[config.mk]
export PLATFORM = sky130hd
export DESIGN_NAME = cpu_pipe_control
export DESIGN_NICKNAME = d
export VERILOG_FILES = /design/src/rtl/cpu_pipe_control.sv
export SDC_FILE = /design/constraint.sdc
export NUM_CORES = 1
export LEC_CHECK = 0
export CAP_MARGIN = 30
export CORE_MARGIN = 2
export CORE_UTILIZATION = 48
export CTS_BUF_LIST = sky130_fd_sc_hd__clkbuf_2
export DETAILED_ROUTE_END_ITERATION = 8
export MAX_ROUTING_LAYER = met4
export PLACE_DENSITY = 0.85
export SLEW_MARGIN = 10
export SYNTH_ARGS = -nofsm -noshare
export SYNTH_HDL_FRONTEND = slang
export SYNTH_SLANG_ARGS = --single-unit
[constraint.sdc]
create_clock -name clk -period 2.3 [get_ports clk]
set_clock_uncertainty 0.2 [all_clocks]
set_input_delay 0.46 -clock clk [delete_from_list [all_inputs] [get_ports clk]]
set_output_delay 0.46 -clock clk [all_outputs]
set_load 0.03 [all_outputs]
[src/rtl/cpu_pipe_control.sv]
// ID-stage control for the pipelined core: opcode decode into the ID/EX
// control register, load-use hazard detection, bubble insertion on
// stall/flush, and the HLT drain/halt sequencer.
//
// Handshake note: the ID/EX register accepts the ID instruction on a rising
// edge only when id_valid=1, flush=0, stall=0 and the sequencer is in RUN;
// in every other cycle it loads a bubble. While stall=1 the upstream stages
// must hold PC and IF/ID so the same instruction is presented again.
module cpu_pipe_control #(
  parameter int OPC_W        = 4,
  parameter int REG_W        = 4,
  parameter int DRAIN_CYCLES = 3,
  parameter int ZERO_REG     = 1
) (
  input  logic             clk,
  input  logic             rst,
  input  logic             id_valid,
  input  logic [OPC_W-1:0] id_opcode,
  input  logic [REG_W-1:0] id_rs,
  input  logic [REG_W-1:0] id_rt,
  input  logic [REG_W-1:0] id_rd,
  input  logic             flush,
  output logic             stall,
  output logic             pc_hold,
  output logic             halted,
  output logic             ex_valid,
  output logic [REG_W-1:0] ex_rd,
  output logic             ex_reg_read,
  output logic             ex_mem_read,
  output logic             ex_mem_write,
  output logic             ex_alu_src,
  output logic             ex_reg_write,
  output logic             ex_lh,
  output logic             ex_hlt,
  output logic [2:0]       ex_alu_op,
  output logic [1:0]       ex_mem_to_reg,
  output logic [1:0]       ex_pc_src,
  output logic [1:0]       state_dbg
);

  typedef enum logic [1:0] {
    S_RUN    = 2'd0,
    S_DRAIN  = 2'd1,
    S_HALTED = 2'd2
  } state_t;

  typedef struct packed {
    logic       reg_read;
    logic       mem_read;
    logic       mem_write;
    logic       alu_src;
    logic       reg_write;
    logic       lh;
    logic       hlt;
    logic [2:0] alu_op;
    logic [1:0] mem_to_reg;
    logic [1:0] pc_src;
  } ctl_t;

  state_t     state, state_nx;
  logic [3:0] cnt, cnt_nx;
  ctl_t       dec, ex_ctl;
  logic       rt_user;
  logic       opc_ok;
  logic [3:0] op4;
  logic [31:0] opc_ext;
  logic       hazard;
  logic       id_accept;

  assign opc_ext = 32'(id_opcode);
  assign opc_ok  = (opc_ext < 32'd16);
  assign op4     = opc_ext[3:0];

  // Opcode decode; out-of-range opcodes decode to the all-zero bundle.
  always_comb begin
    dec     = '0;
    rt_user = 1'b0;
    if (opc_ok) begin
      case (op4)
        4'h0, 4'h1, 4'h2, 4'h3, 4'h7: begin
          dec.reg_read   = 1'b1;
          dec.reg_write  = 1'b1;
          dec.alu_op     = op4[2:0];
          dec.mem_to_reg = 2'b10;
          rt_user        = 1'b1;
        end
        4'h4, 4'h5, 4'h6: begin
          dec.reg_read   = 1'b1;
          dec.alu_src    = 1'b1;
          dec.reg_write  = 1'b1;
          dec.alu_op     = op4[2:0];
          dec.mem_to_reg = 2'b10;
        end
        4'h8: begin
          dec.reg_read   = 1'b1;
          dec.mem_read   = 1'b1;
          dec.alu_src    = 1'b1;
          dec.reg_write  = 1'b1;
          dec.mem_to_reg = 2'b11;
        end
        4'h9: begin
          dec.reg_read  = 1'b1;
          dec.mem_write = 1'b1;
          dec.alu_src   = 1'b1;
          rt_user       = 1'b1;
        end
        4'hA: begin
          dec.reg_write  = 1'b1;
          dec.mem_to_reg = 2'b01;
        end
        4'hB: begin
          dec.reg_write  = 1'b1;
          dec.lh         = 1'b1;
          dec.mem_to_reg = 2'b01;
        end
        4'hC: dec.pc_src = 2'b11;
        4'hD: begin
          dec.reg_read = 1'b1;
          dec.pc_src   = 2'b01;
        end
        4'hE: dec.reg_write = 1'b1;
        default: dec.hlt = 1'b1;
      endcase
    end
  end

  // Load-use hazard: a load in EX whose destination feeds the ID instruction.
  always_comb begin
    hazard = 1'b0;
    if (state == S_RUN && id_valid && !flush && ex_valid && ex_ctl.mem_read) begin
      if ((ex_rd == id_rs && dec.reg_read) || (ex_rd == id_rt && rt_user))
        hazard = 1'b1;
      if ((ZERO_REG != 0) && (ex_rd == '0))
        hazard = 1'b0;
    end
  end

  assign stall     = hazard;
  assign id_accept = (state == S_RUN) && id_valid && !flush && !hazard && opc_ok;

  // ID/EX control register: accepted instruction or bubble.
  always_ff @(posedge clk or posedge rst) begin
    if (rst) begin
      ex_valid <= 1'b0;
      ex_rd    <= '0;
      ex_ctl   <= '0;
    end else if (id_accept) begin
      ex_valid <= 1'b1;
      ex_rd    <= id_rd;
      ex_ctl   <= dec;
    end else begin
      ex_valid <= 1'b0;
      ex_rd    <= '0;
      ex_ctl   <= '0;
    end
  end

  assign ex_reg_read   = ex_ctl.reg_read;
  assign ex_mem_read   = ex_ctl.mem_read;
  assign ex_mem_write  = ex_ctl.mem_write;
  assign ex_alu_src    = ex_ctl.alu_src;
  assign ex_reg_write  = ex_ctl.reg_write;
  assign ex_lh         = ex_ctl.lh;
  assign ex_hlt        = ex_ctl.hlt;
  assign ex_alu_op     = ex_ctl.alu_op;
  assign ex_mem_to_reg = ex_ctl.mem_to_reg;
  assign ex_pc_src     = ex_ctl.pc_src;

  // Sequencer next state: HLT drains the pipe behind EX, an older flush aborts it.
  always_comb begin
    state_nx = state;
    cnt_nx   = cnt;
    case (state)
      S_RUN: begin
        if (id_accept && dec.hlt) begin
          state_nx = S_DRAIN;
          cnt_nx   = 4'(DRAIN_CYCLES);
        end
      end
      S_DRAIN: begin
        if (flush) begin
          state_nx = S_RUN;
          cnt_nx   = 4'd0;
        end else if (cnt <= 4'd1) begin
          state_nx = S_HALTED;
          cnt_nx   = 4'd0;
        end else begin
          cnt_nx = cnt - 4'd1;
        end
      end
      S_HALTED: begin
        state_nx = S_HALTED;
        cnt_nx   = 4'd0;
      end
      default: begin
        state_nx = S_RUN;
        cnt_nx   = 4'd0;
      end
    endcase
  end

  // Sequencer registers; pc_hold/halted are flopped from the next state.
  always_ff @(posedge clk or posedge rst) begin
    if (rst) begin
      state   <= S_RUN;
      cnt     <= 4'd0;
      pc_hold <= 1'b0;
      halted  <= 1'b0;
    end else begin
      state   <= state_nx;
      cnt     <= cnt_nx;
      pc_hold <= (state_nx != S_RUN);
      halted  <= (state_nx == S_HALTED);
    end
  end

  assign state_dbg = state;

endmodule

# Word-level counts from Yosys, hierarchy flattened
# Index checks and enable logic that the tools add are counted.
# totals
regBits	27
latchBits	0
ram_bits	0
rom_bits	0
in_bits	20
output_inout_bits	24
wordCells	89
mem_count	0
# classes
addsub	1
mul	0
n_div	0
n_lt_le_gt_ge	2
eq_ne	20
n_shift	0
muxes	27
bitwise	0
n_reduce_logical	23
# op_table
cell	n
$eq 4x4->1 const B	7
$mux 14	2
$eq 4x3->1 const B	4
$mux 4	4
$reduce_or 15->1	1
$mux 1	13
$pmux 2 s3	2
$reduce_or 12->1	1
$reduce_or 11->1	1
$logic_and 1x1->1	9
$eq 4x2->1 const B	2
$eq 4x4->1	2
$logic_not 4->1	2
$pmux 4 s2	1
$reduce_or 8->1	1
$mux 2	3
$reduce_or 6->1	1
$lt 4x5->1 const B	1
$reduce_or 5->1	1
$eq 2x2->1 const B	2
$eq 4x1->1 const B	1
$le 4x1->1 const B	1
$pmux 2 s2	1
$sub 4x1->4 const B	1
other kinds (8)	9

# Logic depth before layout (Yosys ltp)
# Gate-level depths: netlist of run 1.
# logic_depth
ltp_word	16
depth_mapped	6
mapped_depth_nobuf	6

# Least setup slack after synthesis of run 1
# No wires, ideal clock.
# synth_timing
kind	register to output
startpoint	register ex_rd[0]
endpoint	output port stall
arrival_time_ps	1499
required_time_ps	1640
slack_ps	141
path_stages_with_launch	4
n_path_buf	0
cell_sequence	dfrtp_1 or4_4 nand3_4 and3b_2
# synth_between
elab_chain_len	6
# synth_rtl
element	line_no	text
start, declared	27	output logic [REG_W-1:0] ex_rd,
start signal, assigned	149	ex_rd <= id_rd;
$eq 4x4->1	131	if ((ex_rd == id_rs && dec.reg_read) || (ex_rd == id_rt && rt_user))
$logic_and 1x1->1	131	
$logic_or 1x1->1	131	
$mux 1	131	
$mux 1 *	133	if ((ZERO_REG != 0) && (ex_rd == '0))
$mux 1 *	130	if (state == S_RUN && id_valid && !flush && ex_valid && ex_ctl.mem_read) begin
end, declared	23	output logic stall,
# Mark *: on every way between the ends. The rest lies on a longest branch, timed or not.

# Worst setup path in the final report of run 1
# layout_timing
startpoint	input port id_rs[2]
endpoint	output port stall
# layout_between
elab_chain_len	6
# layout_rtl
element	line_no	text
start, declared	19	input logic [REG_W-1:0] id_rs,
$eq 4x4->1	131	
$logic_and 1x1->1	131	
$logic_or 1x1->1	131	
$mux 1	131	
$mux 1	133	
$mux 1	130	
# No other way between the ends.

==> impl.org, run 1 <==
** CTS
- Number of H-tree levels :: 1
- Maximum buffer depth of the clock tree :: 2
- Buffers inserted during clock tree synthesis total 3.
- Hold bufs inserted after CTS :: 0
- Root buffer selected by CTS :: sky130_fd_sc_hd__clkbuf_2
- TritonCTS sink count :: 27
- TritonCTS clock tree :: done
- Clock-pin transition on the worst setup and hold timing paths :: 260 ps
- The later pin in the worst-skew pair is clocked with a latency of 370 ps.

** STA
- Setup repair after global routing could not meet its margin everywhere.
- Highest Clock Rate :: 0.405 GHz
- Final WS setup :: -169 ps
- The hold violation total from the final report came to 0.
- Final Critical Period :: 2470 ps
- Transition time at the pin with the least slew margin :: 579 ps
- The final count of pins violating max slew was 0.
- Setup violations remaining at the end of the flow were counted as 1.
- For the final routed database, the setup TNS stands at -169 ps.
- Measured against its own limit, the worst slew margin works out to 60.8%.
- The final critical path takes up 107% of the cycle.

** Routing
- Wire length per cell :: 15.0 µm
- The first TritonRoute pass finished after 4 iterations.
- In the routed design, unresolved DRC markers number 0.
- Number of violations reported at the end of detailed-routing iteration 0 :: 37
- ANT nets after route :: 0
- Drt total wl :: 3100 µm
- Number of vias in the routed layout :: 1,118
- Vias per Instance :: 5.43

** Worst setup path
- The critical path is of the input pin to output pin type.
- Critical path startpoint category :: input pin
- For the worst setup path, the data required time is 1640 ps.
- Crit end category :: output pin
- Worst-path maximum fanout :: 2
- Arrival @ worst endpoint :: 1810 ps

** Floorplan
- Die footprint :: 3380 µm²
- The initial utilization of the core area, before any placement, comes to 50.6%.
- During I/O placement, the number of pins put on the boundary was 44.
- Measured along the x axis, the die boundary spans 58.1 µm.
- From bottom edge to top edge, the die measures 58.1 µm.
- Number of standard-cell rows in the floorplan :: 19
- Core Footprint :: 2780 µm²

** Status
- Violations in the final reports :: negative setup slack
- The flow ran to the end, but the final reports show violations.

** Yosys
- Most instantiated flip-flop cell in the synthesis netlist :: sky130_fd_sc_hd__dfrtp_1
- In this run, synthesis inferred 0 flip-flops with an integrated enable.
- The mapped netlist covers 1410 µm².
- Counting every net in the synthesized netlist gives 137.
- Leading cell types by count after synthesis :: sky130_fd_sc_hd__dfrtp_1 (27), sky130_fd_sc_hd__xnor2_1 (9), sky130_fd_sc_hd__nand2_1 (7)
- Cell with the most instances after synthesis :: sky130_fd_sc_hd__dfrtp_1
- Proportion of synthesized flip-flops having asynchronous set or reset :: 100%
- Summed over all instances, the cell type with the most area after synthesis is sky130_fd_sc_hd__dfrtp_1.
- Yosys printed 0 warnings.
- Synthesized area per cell :: 12.2 µm²
- The share of synthesized area in the top cell type comes to 48.0%.
- Most area-consuming cells after synthesis :: sky130_fd_sc_hd__dfrtp_1 (48%), sky130_fd_sc_hd__xnor2_1 (5.6%), sky130_fd_sc_hd__buf_6 (4.0%)
- After synthesis, the netlist uses 40 different library cells.
- Synthesized flop and latch total :: 27
- Gate Count Post-Synth :: 115
- Seq/Total Area, Yosys :: 48.0%

** Finish
- Util after Layout :: 73.0%
- Counting the fill cells in the layout gives 181.
- Number of nets in the layout :: 198
- The area growth from synthesis to layout is 44.3%.
- Fraction of final layout cells with drive strength greater than 1 :: 28.6%
- Antenna fix cells :: 0

** Power and ir drop
- For this design the ratio of total power to cell area is 391 nW/µm².
- VDD sags by at most 0.325 mV.
- Leak Pwr :: 0.843 nW

** Global routing
- After global routing the overflow that remains totals 0.
- Global routing used 19.6% of the available tracks.
- Number of antenna violations at the first check in global routing :: 0
- Largest net degree at the start of global routing :: 28
- The first global-routing pass estimated 4910 µm of wire.
- Vias in the first global route :: 1,095

** Placement
- The HPWL after detailed placement is 2240 µm.
- Buffers placed on the I/O ports in this run total 43.
- The congestion estimate from routability-driven global placement came to 0.856.

** Min path
- Worst hold-check path type :: input pin to asynchronous set/reset pin

** Job
- Across the run, the number of max-cap violations was 0.
## area by class of cell
cell class                 instances  area (µm²)  share of cell area, %
multi-input combinational         77         679                   33.5
sequential                        27         677                   33.4
timing repair buffer              61         592                   29.2
tap                               31        38.8                   1.91
inverter                           6        22.5                   1.11
clock buffer                       4        20.0                  0.986
## layer usage
layer / wire, µm / global-route usage [%] / vias to the layer above
met5: 0 / - / -
met4: 21 / 5.98 / 0
met3: 123 / 3.79 / 4
met2: 1630 / 33.0 / 35
met1: 1320 / 23.8 / 547
li1: - / - / 532
## path summary, 6_finish.rpt
check | start | cells past startpoint | slack [ps] | endpoint
max | id_rs[2] | 6 | -170 | stall
min | rst | 3 | 190 | ex_pc_src[0]
max reg2reg | ex_rd[2] | 6 | 310 | ex_pc_src[0]
min reg2reg | cnt[3] | 1 | 380 | state_dbg[1]
max in group asynchronous | rst | 3 | 1420 | state_dbg[1]
min in group clk | cnt[3] | 1 | 380 | state_dbg[1]
## repair_timing
| item | CTS | global route |
|---|---|---|
| setup endpoints to repair | 3 | 3 |
| hold endpoints to repair | 0 | 0 |
| buffers inserted | 2 | 0 |
| resized for setup | 5 | 6 |
| pin swaps | 3 | 4 |
## logic make-up after synthesis
| family | share of synthesized area (%) |
|---|---|
| buf+inv | 5.60 |
| simple gates | 26.5 |
| flops | 48.0 |
| xor+xnor | 6.23 |
| compound gates | 9.61 |
| mux | 1.51 |
| fa+ha+maj | 2.49 |
## stage by stage
step | cells | setup WS, ps | hold slack (ps) | cell area (µm²) | power (mW)
3_3_place_gp | 200 | -145 | 329 | 1960 | 0.605
4_1_cts | 206 | -138 | 219 | 2000 | 0.788
2_1_floorplan | 115 | 141 | 311 | 1410 | 0.547
5_1_grt | 206 | -225 | 259 | 2030 | 0.816
6_report | 206 | -169 | 192 | 2030 | 0.794
3_5_place_dp | 200 | -184 | 347 | 1960 | 0.608
## report_power, final
| group | leakage (nW) | internal (mW) | switching, mW |
|---|---|---|---|
| Sequential | 0.362 | 0.479 | 0.00274 |
| Combinational | 0.465 | 0.0665 | 0.0573 |
| Clock | 0.0166 | 0.0459 | 0.142 |
| Total | 0.843 | 0.591 | 0.203 |
## layout by cell type, fill, tap and decap left out, types with 2 or more instances in the layout
cell	n
sky130_fd_sc_hd__clkdlybuf4s50_1	39
sky130_fd_sc_hd__dfrtp_1	26
sky130_fd_sc_hd__buf_4	16
sky130_fd_sc_hd__xnor2_1	7
sky130_fd_sc_hd__nand2_1	7
sky130_fd_sc_hd__inv_1	6
sky130_fd_sc_hd__nor2_1	4
sky130_fd_sc_hd__nor3b_2	4
sky130_fd_sc_hd__nor4_1	4
sky130_fd_sc_hd__nor3_2	4
sky130_fd_sc_hd__nor3_1	4
sky130_fd_sc_hd__clkbuf_2	4
sky130_fd_sc_hd__nor4b_2	3
sky130_fd_sc_hd__o21ai_0	3
sky130_fd_sc_hd__o21a_1	2
sky130_fd_sc_hd__xnor2_2	2
sky130_fd_sc_hd__nand4_1	2
sky130_fd_sc_hd__or2_2	2
sky130_fd_sc_hd__nand2b_1	2
sky130_fd_sc_hd__o41ai_1	2
sky130_fd_sc_hd__o22a_1	2
sky130_fd_sc_hd__ha_1	2
sky130_fd_sc_hd__dlygate4sd2_1	2
sky130_fd_sc_hd__buf_12	2
## worst max-delay path: stages
cell and delay [ps]:
sky130_fd_sc_hd__clkdlybuf4s50_1 420, sky130_fd_sc_hd__xnor2_1 210, sky130_fd_sc_hd__nand4_1 190, sky130_fd_sc_hd__o22ai_2 190, sky130_fd_sc_hd__and3b_2 200, sky130_fd_sc_hd__buf_6 130
Note: power is estimated with default switching activity, not from simulation.
==> run 2: changes to the inputs <==
--- a/config.mk
+++ b/config.mk
@@ -5,13 +5,14 @@
 export SDC_FILE = /design/constraint.sdc
 export NUM_CORES = 1
 export LEC_CHECK = 0
+export ABC_AREA = 1
 export CAP_MARGIN = 30
-export CORE_MARGIN = 2
-export CORE_UTILIZATION = 48
+export CORE_MARGIN = 3
+export CORE_UTILIZATION = 46
 export CTS_BUF_LIST = sky130_fd_sc_hd__clkbuf_2
 export DETAILED_ROUTE_END_ITERATION = 8
 export MAX_ROUTING_LAYER = met4
-export PLACE_DENSITY = 0.85
+export PLACE_DENSITY = 0.84
 export SLEW_MARGIN = 10
 export SYNTH_ARGS = -nofsm -noshare
 export SYNTH_HDL_FRONTEND = slang
==> run 2 against run 1 <==
Net effect:
- the flow now finishes without violations
- worst hold slack worse by 29 ps
- non-clock buffer count down 5
- combinational power up 92%
- critical path depth up 4
- critical endpoint unchanged
==> impl.org, run 2 <==
** STA
- The final critical path takes up 95.9% of the cycle.
- Fin. Hold Viols :: 0
- Setup repair after global routing left no endpoint under its margin.
- Hold is met by 163 ps.
- Total Neg Setup Slack :: 0 ps
- Final Critical Period :: 2210 ps
- Number of failing setup endpoints in the final timing report :: 0
- The worst path meets setup with 93.6 ps of slack.
- For this run, the top clock speed supported by timing is 0.453 GHz.
- Final slew viol count :: 0
- Measured against its own limit, the worst slew margin works out to 77.6%.
- Transition time at the pin with the least slew margin :: 336 ps

** Yosys
- sky130_fd_sc_hd__dfrtp_1 takes more of the synthesized area than any other cell.
- By instance count, the leading cell after synthesis is sky130_fd_sc_hd__nand2_1.
- Most instantiated flip-flop cell in the synthesis netlist :: sky130_fd_sc_hd__dfrtp_1
- Seq/Total Area, Yosys :: 52.8%
- The commonest cells after synthesis are sky130_fd_sc_hd__nand2_1 (36), sky130_fd_sc_hd__dfrtp_1 (27), sky130_fd_sc_hd__inv_1 (27).
- Yosys warning count :: 0
- Yosys top cell area share :: 52.8%
- In the synthesized netlist the async set-or-reset flop fraction comes to 100%.
- In this run, synthesis produced a sequential element count of 27.
- Synthesis produced a netlist whose cell count is 151.
- After synthesis, the cell types taking the most area are sky130_fd_sc_hd__dfrtp_1 (53%), sky130_fd_sc_hd__nand2_1 (11%), sky130_fd_sc_hd__inv_1 (7.9%).
- Each instance of the synthesized netlist takes up on average 8.47 µm².
- Counting distinct cell types in the post-synthesis netlist gives 24.
- Summing every instance area after synthesis gives 1280 µm².
- The number of nets in the synthesized netlist is 173.
- Counting flops with a built-in enable in the synthesized netlist gives 0.

** CTS
- Root buffer selected by CTS :: sky130_fd_sc_hd__clkbuf_2
- Number of H-tree levels :: 1
- Clock-pin transition on the worst setup and hold timing paths :: 230 ps
- TritonCTS created 3 clock buffers.
- The clock reaches the later pin of the worst-skew pair after 330 ps.
- TritonCTS sink count :: 27
- Hold repair after CTS inserted 0 buffers.
- TritonCTS clock tree :: done
- No sink is reached through more buffers than the 2 on the longest clock path.

** Finish
- Commonest cells after routing, fill and taps aside :: sky130_fd_sc_hd__nand2_1 (36), sky130_fd_sc_hd__clkdlybuf4s50_1 (32), sky130_fd_sc_hd__dfrtp_1 (26)
- Post-route non-filler standard cell count :: 239
- Fraction of final layout cells with drive strength greater than 1 :: 14.4%
- FF+latch area :: 677 µm²
- Total area of multi-input combinational cells :: 487 µm²
- Antenna fix cells :: 0
- Post-route cell area :: 1860 µm²
- The library cell used most frequently in the layout, excluding fill and tap cells, is sky130_fd_sc_hd__nand2_1.
- Area growth from synthesis to layout :: 45.8%
- After the last flow step, the layout net total stands at 232.
- Layout filler cell count :: 226
- Util after Layout :: 72.6%

** Worst setup path
- Category of the most critical setup path :: input pin to output pin
- The worst register-to-register path has a depth of 8.
- The worst register-to-register path ends at cnt[3].
- STA puts the critical path data required time at 1640 ps.
- Worst-path maximum fanout :: 2
- Slack of the worst reg-to-reg path :: 530 ps
- The startpoint identified for the worst register-to-register timing path is cnt[0].
- The critical path starts at id_rt[0].
- Crit end category :: output pin
- Arrival @ worst endpoint :: 1550 ps
- Critical path startpoint category :: input pin

** Routing
- After detailed routing, the average wire length per cell comes to 12.6 µm.
- Top routing layer used :: met4
- ANT nets after route :: 0
- WL met2 :: 1590 µm
- Number of vias in the routed layout :: 1,145
- Number of violations reported at the end of detailed-routing iteration 0 :: 41
- Drt total wl :: 3020 µm
- In the routed layout, each cell is associated on average with a via count of 4.79.
- Total iterations of the first detailed-routing run :: 4
- Detailed-routed wire length on met3 :: 154 µm
- In the routed design, unresolved DRC markers number 0.
- In the final routing, the length of wire on met1 measures 1230 µm.

** Global routing
- Leftover overflow at the end of global routing :: 0
- Total global routing track utilization :: 18.6%
- The first global-routing pass estimated 4820 µm of wire.
- Vias in the first global route :: 1,125
- Number of antenna violations at the first check in global routing :: 0
- Largest net degree at the start of global routing :: 28

** Power and ir drop
- Combinational Power Share :: 25.7%
- Leak Pwr :: 1.01 nW
- Power Dens Cells :: 497 nW/µm²
- VDD sags by at most 0.422 mV.
- Tot Pwr :: 0.927 mW
- Net switching is 30.0% of the power.
- Net switching power :: 0.278 mW
- Of the total power, registers draw 55.3%.
- The share of total power dissipated in the clock network is 19.0%.
- Internal Pwr Total :: 0.649 mW

** Floorplan
- Starting utilization of the core area :: 49.8%
- Core Footprint :: 2570 µm²
- The floorplan has 18 rows.
- Count of boundary I/O pins :: 44
- Die footprint :: 3450 µm²
- Die X-Extent :: 58.7 µm
- Overall die height :: 58.7 µm

** Min path
- The worst hold path passes through 2 cells.
- The worst hold path begins at id_opcode[3].
- The min-delay analysis places its worst path in the category input pin to flip-flop.
- Min-Delay Endpoint :: ex_mem_to_reg[1]

** Placement
- Total of buffers placed on input and output ports :: 43
- OpenSTA, run right after detailed placement, puts the worst setup slack at -80.5 ps.
- Estimated wirelength of the detail-placed design :: 2420 µm
- At the end of routability-driven placement, the weighted congestion stood at 0.914.
- Once placement finished, the instance area stood at 1800 µm².
- DP Cell Count :: 232

** Status
- Result of the run :: finished clean

** Job
- Max-cap violations :: 0
[run 2: cell types whose count changed in the layout (fill, tap and decap cells not counted), moves of 3 or more]
cell and change:
sky130_fd_sc_hd__xnor2_1 -6, sky130_fd_sc_hd__a21oi_1 +4, sky130_fd_sc_hd__clkdlybuf4s50_1 -7, sky130_fd_sc_hd__dlymetal6s2s_1 +5, sky130_fd_sc_hd__inv_2 +4, sky130_fd_sc_hd__nand3_1 +6
sky130_fd_sc_hd__nor4_1 -4, sky130_fd_sc_hd__inv_1 +18, sky130_fd_sc_hd__nor3b_2 -4, sky130_fd_sc_hd__nor3_2 -4, sky130_fd_sc_hd__nand2_1 +29, sky130_fd_sc_hd__nor2_1 +11
sky130_fd_sc_hd__nor3_1 +5, sky130_fd_sc_hd__nor4b_2 -3
[run 2: cell families (layout without fill, tap and decap cells)]
kind of cell	after synthesis	in the layout	share of synthesized area [%]
buffers and inverters	30	88	9.69
adder cells (fa/ha/maj)	2	2	1.96
AO/OA/AOI/OAI	11	11	5.48
flip-flops	27	27	52.8
XOR/XNOR	3	3	2.06
AND/OR/NAND/NOR	78	78	28.0
[run 2: worst max-delay path, stage by stage]
cell and delay (ps):
sky130_fd_sc_hd__clkdlybuf4s50_1 480, sky130_fd_sc_hd__nand2_1 60, sky130_fd_sc_hd__nand2_1 60, sky130_fd_sc_hd__nand2_1 50, sky130_fd_sc_hd__nor2_1 80, sky130_fd_sc_hd__nand2_1 50
sky130_fd_sc_hd__nand2_1 70, sky130_fd_sc_hd__nand2_2 60, sky130_fd_sc_hd__inv_2 50, sky130_fd_sc_hd__buf_6 120
[run 2: layer usage]
metal	global-route usage, %	vias to the layer above
li1	-	582
met1	21.1	524
met2	33.1	33
met3	2.63	6
met4	6.47	0
met5	-	-
[run 2: worst max path at each step]
stage	slack (ps)	cells past startpoint	endpoint
floorplan	340	5	stall
global placement	-50	10	stall
detailed placement	-80	10	stall
CTS	1	10	stall
global route	3	6	stall
finish	90	10	stall
[run 2: power groups by stage]
stage / combinational [mW] / sequential [mW] / clock (mW)
after floorplan: 0.0805 / 0.564 / 0
after global placement: 0.231 / 0.518 / 0
after detailed placement: 0.238 / 0.519 / 0
after CTS: 0.238 / 0.512 / 0.182
after global routing: 0.260 / 0.517 / 0.200
final: 0.238 / 0.513 / 0.176
[run 2: area by class of cell]
class                      instances  area share, %
tap                               30           2.01
multi-input combinational         94           26.1
clock buffer                       4           1.07
timing repair buffer              56           28.9
inverter                          28           5.64
sequential                        27           36.3
[run 2: repair_timing]
| item | 4_1_cts | 5_1_grt |
|---|---|---|
| resized for setup | 4 | 13 |
| buffers inserted | 0 | 3 |
| pin swaps | 0 | 3 |
| setup endpoints to repair | 1 | 1 |
